<file path="src/rtl/cpu_defs.sv">
// Shared definitions for the instruction fetch stage: widths, NOP encoding and FSM states.
package cpu_defs;

   localparam int AW    = 10;
   localparam int IW    = 16;
   localparam int DEPTH = 2;
   localparam logic [IW-1:0] NOP = 16'h0000;

   typedef enum logic [1:0] {
      IDLE  = 2'd0,
      REQ   = 2'd1,
      DRAIN = 2'd2
   } fetch_state_t;

endpackage

</file>
<file path="src/rtl/fetch_queue.sv">
// Synchronous FIFO holding fetched words tagged with their pc; reset and flush are both synchronous.
module fetch_queue #(
   parameter int W     = 26,
   parameter int DEPTH = 2,
   parameter int CW    = $clog2(DEPTH) + 1
) (
   input  logic          clk,
   input  logic          reset,
   input  logic          push,
   input  logic          pop,
   input  logic          flush,
   input  logic [W-1:0]  din,
   output logic [W-1:0]  dout,
   output logic          full,
   output logic          empty,
   output logic [CW-1:0] count
);

   localparam int PW = $clog2(DEPTH);
   localparam logic [CW-1:0] DEPTH_C = CW'(DEPTH);

   logic [W-1:0]  mem [DEPTH];
   logic [PW-1:0] wr_ptr;
   logic [PW-1:0] rd_ptr;
   logic          do_push;
   logic          do_pop;

   assign full    = (count == DEPTH_C);
   assign empty   = (count == '0);
   assign do_pop  = pop && !empty;
   // A push at full is accepted only when the head leaves in the same cycle.
   assign do_push = push && (!full || do_pop);
   assign dout    = mem[rd_ptr];

   always_ff @(posedge clk) begin
      if (reset || flush) begin
         wr_ptr <= '0;
         rd_ptr <= '0;
         count  <= '0;
      end else begin
         if (do_push) wr_ptr <= wr_ptr + 1'b1;
         if (do_pop)  rd_ptr <= rd_ptr + 1'b1;
         case ({do_push, do_pop})
            2'b10:   count <= count + 1'b1;
            2'b01:   count <= count - 1'b1;
            default: count <= count;
         endcase
      end
   end

   always_ff @(posedge clk) begin
      if (do_push && !reset && !flush) mem[wr_ptr] <= din;
   end

endmodule

</file>
<file path="src/rtl/instr_fetch.sv">
// Instruction fetch: issues imem requests at the current pc, queues returned words, steps the pc stage.
module instr_fetch #(
   parameter int              AW    = cpu_defs::AW,
   parameter int              IW    = cpu_defs::IW,
   parameter int              DEPTH = cpu_defs::DEPTH,
   parameter logic [IW-1:0]   NOP   = cpu_defs::NOP
) (
   input  logic          clk,
   input  logic          reset,
   input  logic [AW-1:0] pc,
   input  logic          flush,
   input  logic          stall,
   output logic          pc_adv,
   output logic          imem_req,
   output logic [AW-1:0] imem_addr,
   input  logic          imem_ack,
   input  logic [IW-1:0] imem_rdata,
   output logic          instr_valid,
   output logic [IW-1:0] instr,
   output logic [AW-1:0] instr_pc
);
   import cpu_defs::*;

   // state | meaning
   // IDLE  | no request outstanding; waits for queue space and no flush
   // REQ   | request at imem_addr outstanding; ack pushes the word
   // DRAIN | flushed request still outstanding; ack is swallowed

   localparam int CW = $clog2(DEPTH) + 1;
   localparam logic [CW-1:0] DEPTH_C = CW'(DEPTH);

   fetch_state_t    state;
   logic            push;
   logic            pop;
   logic            q_full;
   logic            q_empty;
   logic [CW-1:0]   q_count;
   logic [CW-1:0]   count_next;
   logic [AW+IW-1:0] q_dout;

   assign push        = (state == REQ) && imem_ack && !flush;
   assign pc_adv      = push && !reset;
   assign instr_valid = !q_empty;
   assign pop         = instr_valid && !stall && !flush;
   assign instr       = q_empty ? NOP : q_dout[IW-1:0];
   assign instr_pc    = q_empty ? '0  : q_dout[AW+IW-1:IW];

   always_comb begin
      count_next = q_count;
      case ({push, pop})
         2'b10:   count_next = q_count + 1'b1;
         2'b01:   count_next = q_count - 1'b1;
         default: count_next = q_count;
      endcase
   end

   fetch_queue #(
      .W     (AW + IW),
      .DEPTH (DEPTH),
      .CW    (CW)
   ) u_queue (
      .clk   (clk),
      .reset (reset),
      .push  (push),
      .pop   (pop),
      .flush (flush),
      .din   ({imem_addr, imem_rdata}),
      .dout  (q_dout),
      .full  (q_full),
      .empty (q_empty),
      .count (q_count)
   );

   always_ff @(posedge clk) begin
      if (reset) begin
         state     <= IDLE;
         imem_req  <= 1'b0;
         imem_addr <= '0;
      end else begin
         case (state)
            IDLE: begin
               if (!flush && (q_count < DEPTH_C)) begin
                  state     <= REQ;
                  imem_req  <= 1'b1;
                  imem_addr <= pc;
               end
            end
            REQ: begin
               if (flush) begin
                  if (imem_ack) begin
                     state    <= IDLE;
                     imem_req <= 1'b0;
                  end else begin
                     state <= DRAIN;
                  end
               end else if (imem_ack) begin
                  // Back-to-back fetch only if the pushed word still leaves room.
                  if (count_next < DEPTH_C) begin
                     imem_addr <= pc;
                  end else begin
                     state    <= IDLE;
                     imem_req <= 1'b0;
                  end
               end
            end
            DRAIN: begin
               if (imem_ack) begin
                  state    <= IDLE;
                  imem_req <= 1'b0;
               end
            end
            default: begin
               state    <= IDLE;
               imem_req <= 1'b0;
            end
         endcase
      end
   end

endmodule

</file>
<file path="config.mk">
export PLATFORM = sky130hd
export DESIGN_NAME = instr_fetch
export DESIGN_NICKNAME = d
export VERILOG_FILES = /design/src/rtl/cpu_defs.sv /design/src/rtl/fetch_queue.sv /design/src/rtl/instr_fetch.sv
export SDC_FILE = /design/constraint.sdc
export NUM_CORES = 1
export LEC_CHECK = 0
export CAP_MARGIN = 15
export CORE_MARGIN = 3
export CORE_UTILIZATION = 40
export DETAILED_ROUTE_END_ITERATION = 8
export PLACE_DENSITY = 0.66
export SYNTH_ARGS = -nofsm -noshare
export SYNTH_HDL_FRONTEND = slang
export SYNTH_HIERARCHICAL = 1
export SYNTH_SLANG_ARGS = --single-unit
</file>
<file path="constraint.sdc">
create_clock -name clk -period 7.5 [get_ports clk]
set_clock_uncertainty 0.2 [all_clocks]
set_input_delay 2.25 -clock clk [delete_from_list [all_inputs] [get_ports clk]]
set_output_delay 2.25 -clock clk [all_outputs]
set_load 0.005 [all_outputs]
</file>
; Word-level counts from Yosys, hierarchy flattened
; Memories as Yosys holds them, arrays and structs flattened. A register that Yosys moved wholly into a read port is not among the register bits.
; Cells that the tools add are included.
[op_classes]
add_sub_neg = 4
n_lt_le_gt_ge = 2
eq_ne = 14
n_mux = 26
reduce_logical = 24
[ops]
columns = operator, count
row1 = 2-to-1 mux 10 bit, 5
row2 = one-hot mux 10 bit (2 select lines), 1
row3 = 2-to-1 mux 16 bit, 1
row4 = 2-to-1 mux 2 bit, 6
row5 = logical AND 1 bit, 10
row6 = 2-to-1 mux 1 bit, 9
row7 = == test 2 bit (second input constant), 4
row8 = inequality test 2 bit (second input constant), 4
row9 = one-hot mux 2 bit (2 select lines), 2
row10 = == test 2 x 1 -> 1 bit (second input constant), 3
row11 = inequality test 3 bit (second input constant), 2
row12 = one-hot mux 2 bit (3 select lines), 1
row13 = zero test 1 bit, 5
row14 = AND reduction 5 bit, 1
row15 = zero test 2 bit, 2
row16 = less-than comparator 2 bit (second input constant), 2
row17 = AND reduction 4 bit, 1
row18 = nonzero test 2 bit, 2
row19 = one-hot mux 1 bit (3 select lines), 1
row20 = AND reduction 3 bit, 1
row21 = adder 1 bit (second input constant), 2
row22 = adder 2 x 1 -> 2 bit (second input constant), 1
row23 = logical OR 1 bit, 2
row24 = inequality test 2 x 1 -> 1 bit (second input constant), 1
row25 = subtractor 2 x 1 -> 2 bit (second input constant), 1
[totals]
register_bits = 17
ram_bits = 52
inputBits = 31
out_inout_bits = 39
elab_cells = 77
n_memories = 1
[memory_table]
columns = name, words, width, read_ports, rd_ports_with_merged_regs, wr, line_no
row1 = u_queue.mem, 2, 26, 1, 1, 1, fetch_queue.sv:22  ; logic [W-1:0] mem [DEPTH];

; Longest topological paths before layout
[logic_depth]
word_depth = 11
ltp_mapped = 9
depth_no_buf = 7

; Hierarchy
; The synthesis kept the hierarchy.
[by_module_without_submodules]
columns = mod, instances, cells_per_inst, area_each_um2
row1 = fetch_queue, 1, 110, 2137.0
row2 = instr_fetch, 1, 103, 879.6

; Worst setup path before layout
; OpenSTA, ideal clock, no wires.
[synth_path]
kind = input -> register
from = input flush
to = memory u_queue.mem[1][0], enable pin
t_arrival_ps = 5660
path_slack_ps = 1156
cell_stages = 3
cell_sequence = nor3_1 o21ai_2 nor4b_1
[synth_between]
elab_chain_cells = 9
word_cells_on_any_way = 10
classes_between = mux: 2 / reduce/logical: 8
[synth_lines]
columns = element, line_no
row1 = from (decl), instr_fetch.sv:11  ; input logic flush,
row2 = zero test 1 bit (*), "fetch_queue.sv:52, instr_fetch.sv:41, instr_fetch.sv:44"
row3 = logical AND 1 bit, instr_fetch.sv:44  ; assign pop = instr_valid && !stall && !flush;
row4 = logical AND 1 bit, fetch_queue.sv:30  ; assign do_pop = pop && !empty;
row5 = logical OR 1 bit, fetch_queue.sv:32  ; assign do_push = push && (!full || do_pop);
row6 = logical AND 1 bit, fetch_queue.sv:32
row7 = logical AND 1 bit, fetch_queue.sv:52  ; if (do_push && !reset && !flush) mem[wr_ptr] <= din;
row8 = logical AND 1 bit (*), fetch_queue.sv:52
row9 = 2-to-1 mux 1 bit (*), fetch_queue.sv:52
row10 = 2-to-1 mux 1 bit (implied by the code) (*), fetch_queue.sv:52
row11 = to (decl), fetch_queue.sv:22
; Mark *: on every way between the ends. The rest lies on a longest branch, timed or not.

; Final worst setup path
[layout_path]
from = input flush
to = output pc_adv
[layout_between]
elab_chain_cells = 3
[layout_lines]
columns = element, line_no
row1 = zero test 1 bit, instr_fetch.sv:41  ; assign push = (state == REQ) && imem_ack && !flush;
row2 = logical AND 1 bit, instr_fetch.sv:41
row3 = logical AND 1 bit, instr_fetch.sv:42  ; assign pc_adv = push && !reset;
row4 = to (decl), instr_fetch.sv:13  ; output logic pc_adv,
; No other way between the ends.

==> impl_metrics.py <==
metrics = {
    "outcome": {
        "outcome": "finished clean",
    },
    "pwr": {
        "power_density_nw_per_um2": 193,
        "vdd_drop_max_v": 0.000118,
        "p_leak_nw": 1.34,
    },
    "sta": {
        "fin_setup_tns_ns": 0,
        "period_minus_slack_ns": 6.39,
        "hold_viol": 0,
        "max_freq_ghz": 0.156,
        "tightest_slew_ns": 0.781,
        "report.final.slew_viol_count": 0,
        "worst_slack_ns": 1.11,
        "rsz0062_at_grt": "false",
        "setup_viol": 0,
        "min_period_over_period_pct": 85.2,
        "relSlewSlack_pct": 47.8,
    },
    "floorplanning": {
        "die_w_um": 92.8,
        "initial_core_util_pct": 41.3,
        "coreArea_um2": 7290,
        "fp-row-count": 31,
        "ios": 70,
        "dieHeight_um": 92.8,
        "dieArea_um2": 8610,
    },
    "clock_tree": {
        "cts_setup_buffers": 0,
        "cts_buffers": 9,
        "cts_resized": 0,
        "cts_root_buf": "clkbuf_8",
        "htree_levels": 3,
        "insertion_delay_ns": 0.34,
        "clockBufferDepth": 2,
        "clock_sinks": 70,
        "cts_tree": "built",
        "path_clk_slew_ns": 0.07,
        "hold_buffers": 0,
    },
    "final_layout": {
        "syn_to_final_growth_pct": 33.5,
        "drive_above_1_share_pct": 19.0,
        "final_net_count": 321,
        "multi_input_area_um2": 1030,
        "layout.cells.non_filler": 393,
        "utilization_pct": 55.1,
        "nFillCells": 647,
        "seq_area_um2": 1920,
        "n_antenna_cell": 0,
    },
    "placed_design": {
        "hpwl_mm": 3.61,
        "dp_cells": 377,
        "port_buffers": 69,
        "gp_congestion": 0.795,
        "dp_slack_ns": 1.11,
    },
    "global_route": {
        "grt_overflow": 0,
        "grt_pass1_wl_mm": 8.93,
        "grt_max_degree": 31,
        "grt_pass1_vias": 1855,
        "antenna_found_initial": 0,
        "track_usage_pct": 13.5,
    },
    "route": {
        "dr.pass1.iters": 4,
        "post_drt_wl_per_cell_um": 14.0,
        "viasPerCell": 4.66,
        "drcViolationCount": 0,
        "routed-via-count": 1831,
        "drt_wl_total_mm": 5.49,
        "antenna_left": 0,
        "drtIter0Drc": 38,
    },
    "synthesis": {
        "syn-num-nets": 244,
        "synth_warnings": 6,
        "syn_area_um2": 3010,
        "synth.avg_cell_area_um2": 14.2,
        "syn_inst": 212,
    },
    "worst_hold_path": {
        "hp-class": "reg2reg",
    },
    "worst_setup_path": {
        "crit_path_start_kind": "input port",
        "crit_type": "in2out",
        "endpoint_kind": "output pin",
        "cp.arrival_ns": 3.94,
        "worstPathRequired_ns": 5.05,
        "crit_fanout": 14,
    },
    "job": {
        "drv_cap": 0,
    },
}
[metal layers]
metal | vias to the layer above | part of all wire, % | global-route usage [%] | wire, µm
li1 | 922 | - | - | -
met5 | - | 0 | 0 | 0
met4 | 0 | 1.4 | 6.59 | 79
met3 | 7 | 5.4 | 3.41 | 296
met1 | 852 | 46 | 16.9 | 2550
met2 | 50 | 47 | 21.7 | 2570
[final cells by class]
class,instances,area share (%)
clock buffer,9,3.08
clock inverter,7,1.84
inverter,4,0.373
multi-input combinational,130,25.7
sequential,70,47.8
tap,99,3.08
timing repair buffer,74,18.1
[path summary, 6_finish.rpt]
kind | to | cells after the start | slack, ns | start
max | pc_adv | 4 | 1.11 | flush
min | u_queue/mem[0][23]$_DFFE_PP_ | 0 | 0.30 | imem_addr[7]$_SDFFE_PP0P_
max reg2reg | imem_addr[8]$_SDFFE_PP0P_ | 7 | 4.20 | u_queue/count[1]$_SDFFE_PP0P_
min reg2reg | u_queue/mem[0][23]$_DFFE_PP_ | 0 | 0.30 | imem_addr[7]$_SDFFE_PP0P_
[through the flow]
step | area (µm²) | hold WS [ns] | total power [mW]
after floorplan | 3010 | 0.272 | 0.456
after global placement | 3820 | 0.268 | 0.489
after detailed placement | 3820 | 0.277 | 0.490
after CTS | 4020 | 0.297 | 0.789
after global routing | 4020 | 0.316 | 0.808
final | 4020 | 0.297 | 0.778
[state kept, by name (all words and copies together), names as in the netlist, named ones only]
signal	flops
u_queue/rd_ptr	1
u_queue/wr_ptr	1
u_queue/count	2
u_queue/mem	52
imem_addr	10
state	2
imem_req	1
[layout by cell type, fill, tap and decap left out, drive strengths merged]
| cell type | count |
|---|---|
| clkdlybuf4s50 | 69 |
| edfxtp | 52 |
| mux2 | 27 |
| nor2b | 26 |
| nand2b | 23 |
| dfxtp | 18 |
| mux2i | 11 |
| clkbuf | 9 |
| nor3 | 8 |
| a21oi | 5 |
| buf | 5 |
| inv | 5 |
| o21ai | 4 |
| clkinv | 4 |
| nor2 | 3 |
| o21a | 2 |
| nand2 | 2 |
| xor2 | 2 |
| o211ai | 2 |
| and2b | 2 |
| nand4bb | 1 |
| or3 | 1 |
| xnor2 | 1 |
| or4 | 1 |
| or3b | 1 |
| a311oi | 1 |
| nand3 | 1 |
| or4b | 1 |
| ha | 1 |
| clkinvlp | 1 |
| bufinv | 1 |
| nor4b | 1 |
| a211oi | 1 |
| nor4 | 1 |
| nor3b | 1 |
[worst max-delay path, cell delays in order]
cell,delay [ns]
clkdlybuf4s50_1,0.66
nand4bb_4,0.38
nor2_1,0.14
clkdlybuf4s50_1,0.52
[where the power goes]
part           total [mW]  leakage (nW)  internal, mW  switching [mW]
Clock               0.297        0.0996         0.154           0.142
Combinational      0.0531         0.633        0.0342          0.0189
Sequential          0.428         0.612         0.422         0.00607
No activity file was read; power rests on OpenSTA's default activity.
